==> src/rtl/i2s_master_pkg.sv <==
// Shared audio definitions for the I2S master and its clock generator.
// Holds the sample width, the default slot length and bit-clock divider,
// the run/idle state type and a helper that maps a frame bit index onto
// its position inside the current channel slot.
package i2s_master_pkg;

    localparam int unsigned SAMPLE_BITS   = 16;
    localparam int unsigned DEF_SLOT_BITS = 32;
    localparam int unsigned DEF_SCLK_DIV  = 2;

    typedef enum logic {StIdle, StRun} state_e;

    // Position of frame bit b within its slot (b mod slot_bits for b < 2*slot_bits).
    function automatic int unsigned slot_pos(input int unsigned b, input int unsigned slot_bits);
        return (b >= slot_bits) ? b - slot_bits : b;
    endfunction

endpackage

==> src/rtl/i2s_clkgen.sv <==
// Bit-clock and word-select generator for the I2S master.
// Ports:
//   clk_i, rst_ni  system clock, asynchronous active-low reset
//   en_i           run enable (sampled on start and at frame boundaries)
//   start_o        idle-to-run edge strobe
//   fall_o/rise_o  strobes for the CLK edge that lowers/raises SCLK
//   wrap_o         falling edge where the frame wraps and keeps running
//   stop_o         falling edge where the frame wraps into idle
//   b_o, b_next_o  current frame bit index and its value after the next fall
//   sclk_o, lrclk_o bit clock and word select
module i2s_clkgen
    import i2s_master_pkg::*;
#(
    parameter int unsigned SCLK_DIV  = DEF_SCLK_DIV,
    parameter int unsigned SLOT_BITS = DEF_SLOT_BITS,
    localparam int unsigned BW = $clog2(2 * SLOT_BITS),
    localparam int unsigned DW = $clog2(SCLK_DIV)
) (
    input  logic          clk_i,
    input  logic          rst_ni,
    input  logic          en_i,
    output logic          start_o,
    output logic          fall_o,
    output logic          rise_o,
    output logic          wrap_o,
    output logic          stop_o,
    output logic [BW-1:0] b_o,
    output logic [BW-1:0] b_next_o,
    output logic          sclk_o,
    output logic          lrclk_o
);

    localparam logic [DW-1:0] DLast = DW'(SCLK_DIV - 1);
    localparam logic [BW-1:0] BLast = BW'(2 * SLOT_BITS - 1);
    localparam logic [BW-1:0] BSlot = BW'(SLOT_BITS);

    state_e        state_q, state_d;
    logic [DW-1:0] d_q, d_d;
    logic [BW-1:0] b_q, b_d, b_inc;
    logic          sclk_q, sclk_d;
    logic          lrclk_q, lrclk_d;
    logic          tick, last_b;

    always_comb begin
        tick    = (state_q == StRun) && (d_q == DLast);
        last_b  = (b_q == BLast);
        b_inc   = last_b ? '0 : b_q + BW'(1);
        start_o = (state_q == StIdle) && en_i;
        fall_o  = tick && sclk_q;
        rise_o  = tick && !sclk_q;
        stop_o  = fall_o && last_b && !en_i;
        wrap_o  = fall_o && last_b && en_i;

        state_d = state_q;
        d_d     = d_q;
        b_d     = b_q;
        sclk_d  = sclk_q;
        lrclk_d = lrclk_q;

        if (start_o) begin
            state_d = StRun;
            d_d     = '0;
            b_d     = '0;
            sclk_d  = 1'b0;
            lrclk_d = 1'b0;
        end else if (state_q == StRun) begin
            d_d = tick ? '0 : d_q + DW'(1);
            if (rise_o) begin
                sclk_d = 1'b1;
            end
            if (fall_o) begin
                sclk_d = 1'b0;
                if (stop_o) begin
                    // Frame boundary with EN low: park everything at zero.
                    state_d = StIdle;
                    b_d     = '0;
                    lrclk_d = 1'b0;
                end else begin
                    b_d     = b_inc;
                    lrclk_d = (b_inc >= BSlot);
                end
            end
        end
    end

    always_ff @(posedge clk_i or negedge rst_ni) begin
        if (!rst_ni) begin
            state_q <= StIdle;
            d_q     <= '0;
            b_q     <= '0;
            sclk_q  <= 1'b0;
            lrclk_q <= 1'b0;
        end else begin
            state_q <= state_d;
            d_q     <= d_d;
            b_q     <= b_d;
            sclk_q  <= sclk_d;
            lrclk_q <= lrclk_d;
        end
    end

    assign b_o      = b_q;
    assign b_next_o = b_inc;
    assign sclk_o   = sclk_q;
    assign lrclk_o  = lrclk_q;

endmodule

==> src/rtl/i2s_master.sv <==
// I2S master transceiver: owns SCLK/LRCLK, serialises a 16-bit stereo pair
// to the DAC and deserialises the ADC stream into a stereo pair.
// Ports:
//   CLK, RESET_N   system clock, asynchronous active-low reset
//   EN             run enable
//   IN_L, IN_R     samples to transmit (latched at frame start)
//   OUT_L, OUT_R   last received pair, registered
//   i2s_sampled    one-CLK pulse when OUT_L/OUT_R update
//   i2s_sclk, i2s_lrclk, i2s_din  I2S outputs to the codec
//   i2s_dout       serial data from the ADC
module i2s_master
    import i2s_master_pkg::*;
#(
    parameter int unsigned SCLK_DIV  = DEF_SCLK_DIV,
    parameter int unsigned SLOT_BITS = DEF_SLOT_BITS
) (
    input  logic                   CLK,
    input  logic                   RESET_N,
    input  logic                   EN,
    input  logic [SAMPLE_BITS-1:0] IN_L,
    input  logic [SAMPLE_BITS-1:0] IN_R,
    output logic [SAMPLE_BITS-1:0] OUT_L,
    output logic [SAMPLE_BITS-1:0] OUT_R,
    output logic                   i2s_sampled,
    output logic                   i2s_sclk,
    output logic                   i2s_lrclk,
    output logic                   i2s_din,
    input  logic                   i2s_dout
);

    localparam int unsigned BW = $clog2(2 * SLOT_BITS);
    localparam int unsigned IW = $clog2(SAMPLE_BITS);

    logic          start, fall, rise, wrap, stop, lrclk;
    logic [BW-1:0] b, b_next;

    logic [SAMPLE_BITS-1:0] tx_l_q, tx_l_d, tx_r_q, tx_r_d;
    logic [SAMPLE_BITS-1:0] rx_q, rx_d, hold_q, hold_d;
    logic [SAMPLE_BITS-1:0] out_l_q, out_l_d, out_r_q, out_r_d;
    logic [SAMPLE_BITS-1:0] tx_word;
    logic                   din_q, din_d, dout_q, sampled_q, sampled_d;
    logic [IW-1:0]          tx_idx;
    int unsigned            p_fall, p_rise;

    i2s_clkgen #(
        .SCLK_DIV (SCLK_DIV),
        .SLOT_BITS(SLOT_BITS)
    ) u_clkgen (
        .clk_i   (CLK),
        .rst_ni  (RESET_N),
        .en_i    (EN),
        .start_o (start),
        .fall_o  (fall),
        .rise_o  (rise),
        .wrap_o  (wrap),
        .stop_o  (stop),
        .b_o     (b),
        .b_next_o(b_next),
        .sclk_o  (i2s_sclk),
        .lrclk_o (lrclk)
    );

    always_comb begin
        // Transmit looks at the bit being entered; receive at the bit in progress.
        p_fall  = slot_pos(32'(b_next), SLOT_BITS);
        p_rise  = slot_pos(32'(b), SLOT_BITS);
        tx_word = (32'(b_next) >= SLOT_BITS) ? tx_r_q : tx_l_q;
        tx_idx  = IW'(SAMPLE_BITS - p_fall);

        tx_l_d    = tx_l_q;
        tx_r_d    = tx_r_q;
        din_d     = din_q;
        rx_d      = rx_q;
        hold_d    = hold_q;
        out_l_d   = out_l_q;
        out_r_d   = out_r_q;
        sampled_d = 1'b0;

        // Both channels of a frame are captured together; a stop skips the latch.
        if (start || wrap) begin
            tx_l_d = IN_L;
            tx_r_d = IN_R;
        end

        if (start || stop) begin
            din_d = 1'b0;
        end else if (fall) begin
            din_d = (p_fall >= 1 && p_fall <= SAMPLE_BITS) ? tx_word[tx_idx] : 1'b0;
        end

        if (rise && p_rise >= 1 && p_rise <= SAMPLE_BITS) begin
            rx_d = {rx_q[SAMPLE_BITS-2:0], dout_q};
            if (p_rise == SAMPLE_BITS) begin
                if (!lrclk) begin
                    hold_d = rx_d;
                end else begin
                    out_l_d   = hold_q;
                    out_r_d   = rx_d;
                    sampled_d = 1'b1;
                end
            end
        end
    end

    always_ff @(posedge CLK or negedge RESET_N) begin
        if (!RESET_N) begin
            tx_l_q    <= '0;
            tx_r_q    <= '0;
            rx_q      <= '0;
            hold_q    <= '0;
            out_l_q   <= '0;
            out_r_q   <= '0;
            din_q     <= 1'b0;
            dout_q    <= 1'b0;
            sampled_q <= 1'b0;
        end else begin
            tx_l_q    <= tx_l_d;
            tx_r_q    <= tx_r_d;
            rx_q      <= rx_d;
            hold_q    <= hold_d;
            out_l_q   <= out_l_d;
            out_r_q   <= out_r_d;
            din_q     <= din_d;
            dout_q    <= i2s_dout;
            sampled_q <= sampled_d;
        end
    end

    assign OUT_L       = out_l_q;
    assign OUT_R       = out_r_q;
    assign i2s_sampled = sampled_q;
    assign i2s_din     = din_q;
    assign i2s_lrclk   = lrclk;

endmodule

==> config.mk <==
export PLATFORM = sky130hd
export DESIGN_NAME = i2s_master
export DESIGN_NICKNAME = d
export VERILOG_FILES = /design/src/rtl/i2s_master_pkg.sv /design/src/rtl/i2s_clkgen.sv /design/src/rtl/i2s_master.sv
export SDC_FILE = /design/constraint.sdc
export NUM_CORES = 1
export LEC_CHECK = 0
export ABC_AREA = 1
export ABC_CLOCK_PERIOD_IN_PS = 2700
export BUFFER_PORTS_ARGS = -buffer_cell sky130_fd_sc_hd__clkbuf_2
export CAP_MARGIN = 20
export CORE_MARGIN = 5
export CORE_UTILIZATION = 43
export DETAILED_ROUTE_END_ITERATION = 10
export HOLD_SLACK_MARGIN = 0.02
export PLACE_DENSITY = 0.6
export SLEW_MARGIN = 20
export SYNTH_ARGS = -nofsm -noshare
export SYNTH_HDL_FRONTEND = slang
export SYNTH_HIERARCHICAL = 1
export SYNTH_SLANG_ARGS = --single-unit
==> constraint.sdc <==
create_clock -name CLK -period 2.7 [get_ports CLK]
set_input_delay 0.54 -clock CLK [delete_from_list [all_inputs] [get_ports CLK]]
set_output_delay 0.54 -clock CLK [all_outputs]
set_load 0.02 [all_outputs]
After elaboration in Yosys (flattened, before gate mapping). Cells that the tools add are included.

Memory bits (writable): 0. Flip-flop bits (word level): 108. Latch bits: 0. Bits in read-only memories: 0. Input port bits: 36. Memories kept: 0.

Add/sub/neg operators: 5. Equality and inequality tests: 2. Multiplexer cells: 31. Shift operators: 0. Reduce and logical (&&, ||, !) cells: 22. Bitwise logic cells: 2. $mul: 0. Order comparisons: 8. Div/mod/pow operators: 0.

Operators by type and width (count): >= comparator 32 x 1 -> 1 bit, second input constant (2); <= comparator 32 x 5 -> 1 bit, second input constant (2); two-way mux 32 bit (2); == test 32 x 5 -> 1 bit, second input constant (1); two-way mux 6 bit (5); two-way mux 1 bit (22); >= comparator 6 bit, second input constant (3); two-way mux 16 bit (1); subtractor 6 x 6 -> 7 bit, second input constant (2); logical AND 1 bit (10); adder 6 x 1 -> 6 bit, second input constant (1); == test 6 bit, second input constant (1); AND reduction 3 bit (2); nonzero test 2 bit (3); < comparator 4 x 5 -> 1 bit, second input constant (1); binary-select mux 1 bit (select 4 bit) (1); AND reduction 2 bit (2); subtractor 1 x 4 -> 4 bit, first input constant (1); nonzero test 3 bit (1); logical NOT 1 bit (2); logical OR 1 bit (2); NOT 1 bit (2); adder 1 bit, second input constant (1).

Logic depth before layout (Yosys ltp). Gate-level depths: netlist of the first run.

Word-level depth: 10. Mapped depth: 16. Depth with buffers taken out: 15.

By module. The synthesis of the first run kept the hierarchy.

By module, submodules not included: i2s_master (area an instance 4147.7 µm², times used 1, cells an instance 404); i2s_clkgen (area an instance 576.8 µm², times used 1, cells an instance 75).

Worst setup path before layout of the first run. Ideal clock, no wire load.

Path kind: reg2reg. From: reg u_clkgen.b_q[0], in the netlist u_clkgen/b_o[0]. To: reg din_q, in the netlist i2s_din. Arrival time: 2.160 ns. Setup slack: 0.463 ns. Cell stages (with the launch flop): 16. Clock period less this slack: 2.237 ns. Path buffers: 1. Path through: dfrtp_1 ha_1 nand2_2 nor2_4 nand2_4 nand2_1 inv_1 buf_2 inv_2 ha_1 nand2_1 nor2_1 mux2_2 inv_1 nand3_1 a21oi_1.

Word-level cells in the longest chain between the ends: 10.

RTL lines: start, declared (RTL line i2s_clkgen.sv:39) `logic [BW-1:0] b_q, b_d, b_inc;`; start signal, assigned (RTL line i2s_clkgen.sv:90) `b_q <= '0;`; start signal, assigned (RTL line i2s_clkgen.sv:96) `b_q <= b_d;`; adder 6 x 1 -> 6 bit or == test 6 bit (tied branches) (RTL line i2s_clkgen.sv:47, i2s_clkgen.sv:46); two-way mux 6 bit (*) (RTL line i2s_clkgen.sv:47) `b_inc = last_b ? '0 : b_q + BW'(1);`; net b_next[0] (RTL line i2s_master.sv:35) `logic [BW-1:0] b, b_next;`; subtractor 6 x 6 -> 7 bit or >= comparator 6 bit (tied branches) (RTL line i2s_master_pkg.sv:15, i2s_master.sv:67); two-way mux 32 bit (RTL line i2s_master_pkg.sv:15) `return (b >= slot_bits) ? b - slot_bits : b;`; subtractor 1 x 4 -> 4 bit (RTL line i2s_master.sv:68) `tx_idx = IW'(SAMPLE_BITS - p_fall);`; binary-select mux 1 bit (select 4 bit) (RTL line i2s_master.sv:88) `din_d = (p_fall >= 1 && p_fall <= SAMPLE_BITS) ? tx_word[tx_idx] : 1'b0;`; two-way mux 1 bit (implied by the code) (RTL line i2s_master.sv:88); two-way mux 1 bit (*) (RTL line i2s_master.sv:88); two-way mux 1 bit (*) (RTL line i2s_master.sv:87) `end else if (fall) begin`; two-way mux 1 bit (*) (RTL line i2s_master.sv:85) `if (start || stop) begin`; end signal, assigned (RTL line i2s_master.sv:123) `din_q <= din_d;`; end, declared (RTL line i2s_master.sv:41) `logic din_q, din_d, dout_q, sampled_q, sampled_d;`.

The timed path passes the listed nets; every way through them passes the cells marked *. The select of a mux whose other input is x is not followed. A chain may end at the register's enable or synchronous reset.

Worst setup path after layout of the first run.
From: reg u_clkgen.b_q[0], in the netlist u_clkgen/b_o[0]. To: reg din_q, in the netlist i2s_din.

Word-level cells in the longest chain between the ends: 10.

RTL lines (RTL line): adder 6 x 1 -> 6 bit or == test 6 bit (tied branches) (i2s_clkgen.sv:47, i2s_clkgen.sv:46); two-way mux 6 bit (*) (i2s_clkgen.sv:47); net b_next[5] (i2s_master.sv:35); >= comparator 6 bit (i2s_master_pkg.sv:15, i2s_master.sv:67); two-way mux 32 bit (i2s_master_pkg.sv:15); subtractor 1 x 4 -> 4 bit (i2s_master.sv:68); binary-select mux 1 bit (select 4 bit) (i2s_master.sv:88); two-way mux 1 bit (implied by the code) (i2s_master.sv:88); two-way mux 1 bit (*) (i2s_master.sv:88); two-way mux 1 bit (*) (i2s_master.sv:87); two-way mux 1 bit (*) (i2s_master.sv:85).

Marked as above.

==> results of run 1 <==
report_power, final:
part | internal, W | switching, W | leakage [nW]
clock | 0.000434 | 0.000570 | 0.0899
combinational | 0.000460 | 0.000752 | 1.24
sequential | 0.00181 | 0.000152 | 1.42
final timing paths:
path	from	endpoint	slack, ns	cells past startpoint
max in group asynchronous	RESET_N	u_clkgen/b_o[1]	1.90	2
worst min-delay path	RESET_N	tx_r_q[10]	0.13	1
worst max register to register	u_clkgen/b_o[0]	i2s_din	0.26	14
worst min register to register	hold_q[11]	OUT_L[11]	0.47	2
worst max-delay path	u_clkgen/b_o[0]	i2s_din	0.26	14
min in group CLK	i2s_dout	dout_q	0.27	1
per-layer routing:
metal	GRT usage, %	share of wire (%)
met5	0	0
met2	22.5	45
met3	4.00	5.2
met4	5.40	1.6
met1	21.7	48
layout make-up:
cell class / instances / area share [%]
inverters: 43 / 3.09
repair buffers: 79 / 8.00
flip-flops and latches: 108 / 50.3
multi-input cells: 308 / 31.7
clock inverters: 6 / 1.35
well taps: 140 / 3.26
clock buffers: 9 / 2.30
critical path: stages (launching register included):
cell     delay, ns
dfrtp_1       0.46
ha_1          0.27
nand2_2       0.11
nor2_4        0.05
nand2_4       0.09
and3_1        0.57
inv_4         0.18
nand2_1       0.11
nand3_1       0.07
nand3_1       0.08
nand3_1       0.08
nand2_1       0.08
nand2_1       0.05
nand3_1       0.08
a21oi_1       0.06
Yosys cell counts (all sizes together):
cell	n
dfrtp	108
o21bai	1
nand4	3
ha	3
xor2	1
nor3	1
nand2	157
xnor2	2
nand3	33
a22oi	1
inv	43
or2	1
mux2	33
a21oi	2
o21ai	52
buf	17
nor2	15
o22ai	2
clkbuf	3
and3	1
through the flow:
step / setup WS, ns / hold WS (ns) / std cells / util [%] / cell area, um2
floorplan: 0.463 / 0.244 / 479 / - / 4720
global placement: 0.414 / 0.454 / 678 / 48.0 / 5180
detailed placement: 0.287 / 0.460 / 678 / 48.0 / 5180
CTS: 0.259 / 0.127 / 693 / 49.8 / 5380
global route: 0.0202 / 0.151 / 693 / 49.8 / 5380
finish: 0.257 / 0.129 / 693 / 49.8 / 5380
cell families (layout without fill, tap and decap cells):
group | Yosys count | in the layout | share of synthesized area [%]
mux | 33 | 33 | 7.87
simple gates | 211 | 211 | 19.1
fa+ha+maj | 3 | 3 | 0.795
flops | 108 | 108 | 57.2
xor+xnor | 3 | 3 | 0.556
buf+inv | 63 | 137 | 6.81
compound gates | 58 | 58 | 7.65
state kept, by name, indices dropped and copies added, names as in the netlist:
name and cells:
tx_r_q 16, i2s_sampled 1, rx_q 15, i2s_din 1
u_clkgen/state_q 1, hold_q 16, OUT_L 16, u_clkgen/d_q 1
u_clkgen/lrclk_o 1, u_clkgen/b_o 6, tx_l_q 16, dout_q 1
u_clkgen/sclk_o 1, OUT_R 16
==> flow_summary.toml, run 1 <==
[clock_network]
ctsResizeCount = 0
clock_sinks = 108
cts_tree = "built"
clk_latency_ns = 0.37
cts_buffer_depth = 2
postCtsHoldBufs = 0
clk_pin_slew_ns = 0.10
root_buffer = "clkbuf_8"
cts_setup_buffers = 0
cts_buffers = 9
cts_max_level = 3

[floorplan]
core_area_um2 = 10800
dieArea_um2 = 13200
die_w_um = 115
io_pins = 72
num_rows = 38
initial_core_util_pct = 43.8
die-height_um = 115

[final_layout]
fillerInstances = 1017
nets = 588
multi_input_area_um2 = 1710
synthToLayoutAreaGrowth_pct = 13.8
seq_area_um2 = 2700
layout_common_cells = "nand2_1 (153), dfrtp_1 (108), clkbuf_2 (70)"
n_antenna_cell = 0
drive_gt1_share_pct = 29.3
final_common_cell = "nand2_1"

[synth]
ys_seq_area_share_pct = 57.2
synth_cell_types = 31
netlist_area_um2 = 4720
synth_area_per_cell_um2 = 9.86
synthDominantCellAreaShare_pct = 57.2
yosysTopAreaCell = "dfrtp_1"
yosys_warnings = 6
syn_nets = 518
synth_seq_cells = 108
synthTopCellsByArea = "dfrtp_1 (57%), nand2_1 (12%), mux2_2 (7.9%)"
synth_cells = 479

[critical_path]
worstPathRequired_ns = 2.96
cp_max_fo = 17
critPathKind = "flop to flop"
critPathCaptureType = "flop"
crit_arrival_ns = 2.70
cp-start-kind = "flop"

[grt]
grt_max_degree = 52
grt_pass1_wl_um = 16100
grt-ovfl-total = 0
grt.total_usage_pct = 15.2
antenna_found_initial = 0
grt_pass1_vias = 3239

[routing]
drtIter0Drc = 265
finalWirelength_um = 9340
dr.pass1.iters = 4
drc = 0
wl_per_cell_um = 13.5
via_count = 3348
ant_nets = 0
viasPerCell = 4.83

[timing]
finalHoldViolations = 0
grt_setup_unrepaired = "false"
max_slew_margin_pct = 47.7
finalSetupViolations = 0
period_share_pct = 90.5
skew_ns = 0.0115
fin_crit_ns = 2.44
tns_ns = 0
tightest_slew_ns = 0.784
fmax_ghz = 0.409
slew_viol_final = 0

[pwr]
design_power_total_w = 0.00418
ir_drop_uv = 332
powerDensity_nw_per_um2 = 777
leakage_nw = 2.75

[flow_run]
cap_viol_max_count = 0

[outcome]
run_status = "complete, no violations"

[hold_path]
hold_class = "primary input to asynchronous set/reset pin"

[place]
io_buffer_count = 71
dpl.hpwl_um = 6630
gp_congestion = 0.864
No activity file was read; power rests on OpenSTA's default activity.
==> run 2: changes to the inputs <==
--- a/config.mk
+++ b/config.mk
@@ -6,5 +6,4 @@
 export NUM_CORES = 1
 export LEC_CHECK = 0
-export ABC_AREA = 1
 export ABC_CLOCK_PERIOD_IN_PS = 2700
 export BUFFER_PORTS_ARGS = -buffer_cell sky130_fd_sc_hd__clkbuf_2
==> constraint.sdc (replaced) <==
create_clock -name CLK -period 2.7 [get_ports CLK]
set_input_delay 0.54 -clock CLK [delete_from_list [all_inputs] [get_ports CLK]]
set_output_delay 0.54 -clock CLK [all_outputs]
set_load 0.05 [all_outputs]
==> flow_summary.toml, run 2 <==
[routing]
wl_per_cell_um = 15.0
ant_nets = 0
met1_length_um = 4260
drtIter0Drc = 168
via_count = 3004
finalWirelength_um = 9030
met2_length_um = 4170
dr.pass1.iters = 4
viasPerCell = 4.99
drc = 0
met3_length_um = 473
top_layer_used = "met4"

[synth]
yosysMostFrequentCell = "dfrtp_1"
synth_cell_types = 43
ys_seq_area_share_pct = 58.0
synth_cells = 382
yosysTopAreaCell = "dfrtp_1"
syn_nets = 421
synth_area_per_cell_um2 = 12.2
netlist_area_um2 = 4660
synth_seq_cells = 108
synthTopCellsByCount = "dfrtp_1 (108), nand2_1 (104), mux2_2 (52)"
synth_edf_count = 0
synthDominantCellAreaShare_pct = 58.0
ys.flop_type = "dfrtp_1"
synthTopCellsByArea = "dfrtp_1 (58%), mux2_2 (13%), nand2_1 (8.4%)"
synthArstFlopShare_pct = 100
yosys_warnings = 6

[outcome]
run_status = "complete, no violations"

[critical_path]
reg2reg_depth = 9
critPathKind = "flop to flop"
crit_chain = "ha_1 -> a21oi_1 -> o21ai_0 -> o31ai_1 -> buf_4 -> mux4_2 -> mux2i_1 -> a32oi_1 -> a41o_1"
crit_path_top_delay_cell = "mux4_2"
crit_arrival_ns = 2.67
critPathCaptureType = "flop"
worstPathRequired_ns = 2.96
cp_max_fo = 6
crit_path_max_incr_delay_ns = 0.52
cp-start-kind = "flop"

[grt]
grt_pass1_vias = 3091
antenna_found_initial = 0
grt_max_degree = 53
grt_pass1_wl_um = 15500
grt.total_usage_pct = 15.0
grt-ovfl-total = 0

[timing]
grt_setup_unrepaired = "false"
period_share_pct = 89.2
max_slew_margin_pct = 55.2
slew_viol_final = 0
fmax_ghz = 0.415
skew_ns = 0.00889
hold_ws_ns = 0.189
fin_ws_ns = 0.291
tightest_slew_ns = 0.672
finalHoldViolations = 0
tns_ns = 0
fin_crit_ns = 2.41
finalSetupViolations = 0

[place]
io_buffer_count = 71
dpl.hpwl_um = 6360
post_dp_cell_area_um2 = 5160
place_ws_ns = 0.302
gp_congestion = 0.818

[floorplan]
die_w_um = 114
initial_core_util_pct = 43.4
io_pins = 72
die-height_um = 114
dieArea_um2 = 13000
core_area_um2 = 10700
num_rows = 38

[clock_network]
clk_pin_slew_ns = 0.10
root_buffer = "clkbuf_8"
cts_setup_buffers = 0
cts_buffers = 9
cts_tree = "built"
ctsResizeCount = 0
cts_max_level = 3
postCtsHoldBufs = 0
clk_latency_ns = 0.37
clock_sinks = 108
cts_buffer_depth = 2

[pwr]
powerDensity_nw_per_um2 = 524
leakage_nw = 2.78
ir_drop_uv = 317

[final_layout]
synthToLayoutAreaGrowth_pct = 15.1
seq_area_um2 = 2700
design_area_um2 = 5370
layout_common_cells = "dfrtp_1 (108), nand2_1 (104), clkbuf_2 (70)"
n_antenna_cell = 0
final_util_pct = 49.9
drive_gt1_share_pct = 35.5
final_common_cell = "dfrtp_1"
nets = 496
fillerInstances = 1014
multi_input_area_um2 = 1840

[flow_run]
cap_viol_max_count = 0

[hold_path]
hold_class = "primary input to asynchronous set/reset pin"
[run 2: cell count changes after synthesis, sizes merged, moves of 3 or more]
cell,previous run,this run
nand2,157,105
o21ai,52,7
inv,43,5
mux2,33,63
nand3,33,12
mux2i,0,11
nor2,15,8
mux4,0,6
buf,17,12
nand2b,0,3
o31ai,0,3
[run 2: logic make-up (layout without fill, tap and decap cells)]
group	Yosys count	count (layout)	synth area share, %
AND/OR/NAND/NOR	143	143	13.9
flip-flops	108	108	58.0
buffers and inverters	21	101	2.71
AO/OA/AOI/OAI	20	20	2.79
multiplexers	80	80	20.5
adder cells (fa/ha/maj)	3	3	0.805
XOR/XNOR	7	7	1.32
[run 2: report_power, final]
group,leakage [nW],internal [W],switching (W)
combinational,1.25,0.0000535,0.0000595
clock,0.108,0.000465,0.000567
sequential,1.42,0.00165,0.0000180
[run 2: per-stage QoR]
step                      power, W  cells
final                      0.00281    602
after global routing       0.00293    602
after CTS                  0.00285    602
after detailed placement   0.00181    586
after global placement     0.00181    586
after floorplan            0.00173    382
[run 2: layer usage]
metal  vias to the layer above  track usage, %
met2                        62            23.1
met5                         -               0
li1                       1453               -
met4                         0            5.78
met1                      1481            20.4
met3                         8            4.02
[run 2: worst paths after layout]
kind	startpoint	endpoint	slack (ns)
setup / recovery	u_clkgen/b_o[1]	i2s_din	0.29
hold / removal	RESET_N	u_clkgen/sclk_o	0.19
setup reg to reg	u_clkgen/b_o[1]	i2s_din	0.29
hold reg to reg	hold_q[14]	OUT_L[14]	0.47
max in group asynchronous	RESET_N	OUT_L[6]	1.76
min in group CLK	i2s_dout	dout_q	0.27
[run 2: final cells by class]
cell class,instances,share of cell area [%]
flip-flops and latches,108,50.4
multi-input cells,253,34.2
repair buffers,80,7.93
well taps,140,3.26
clock buffers,10,2.57
clock inverters,6,1.31
inverters,5,0.350
[run 2: worst max-delay path, delay by kind of cell (launching register included)]
family                   cells  cell delay [ns]
multiplexers                 2             0.66
adder cells (fa/ha/maj)      1             0.28
flip-flops                   1             0.47
buffers and inverters        1             0.24
AO/OA/AOI/OAI                5             0.66
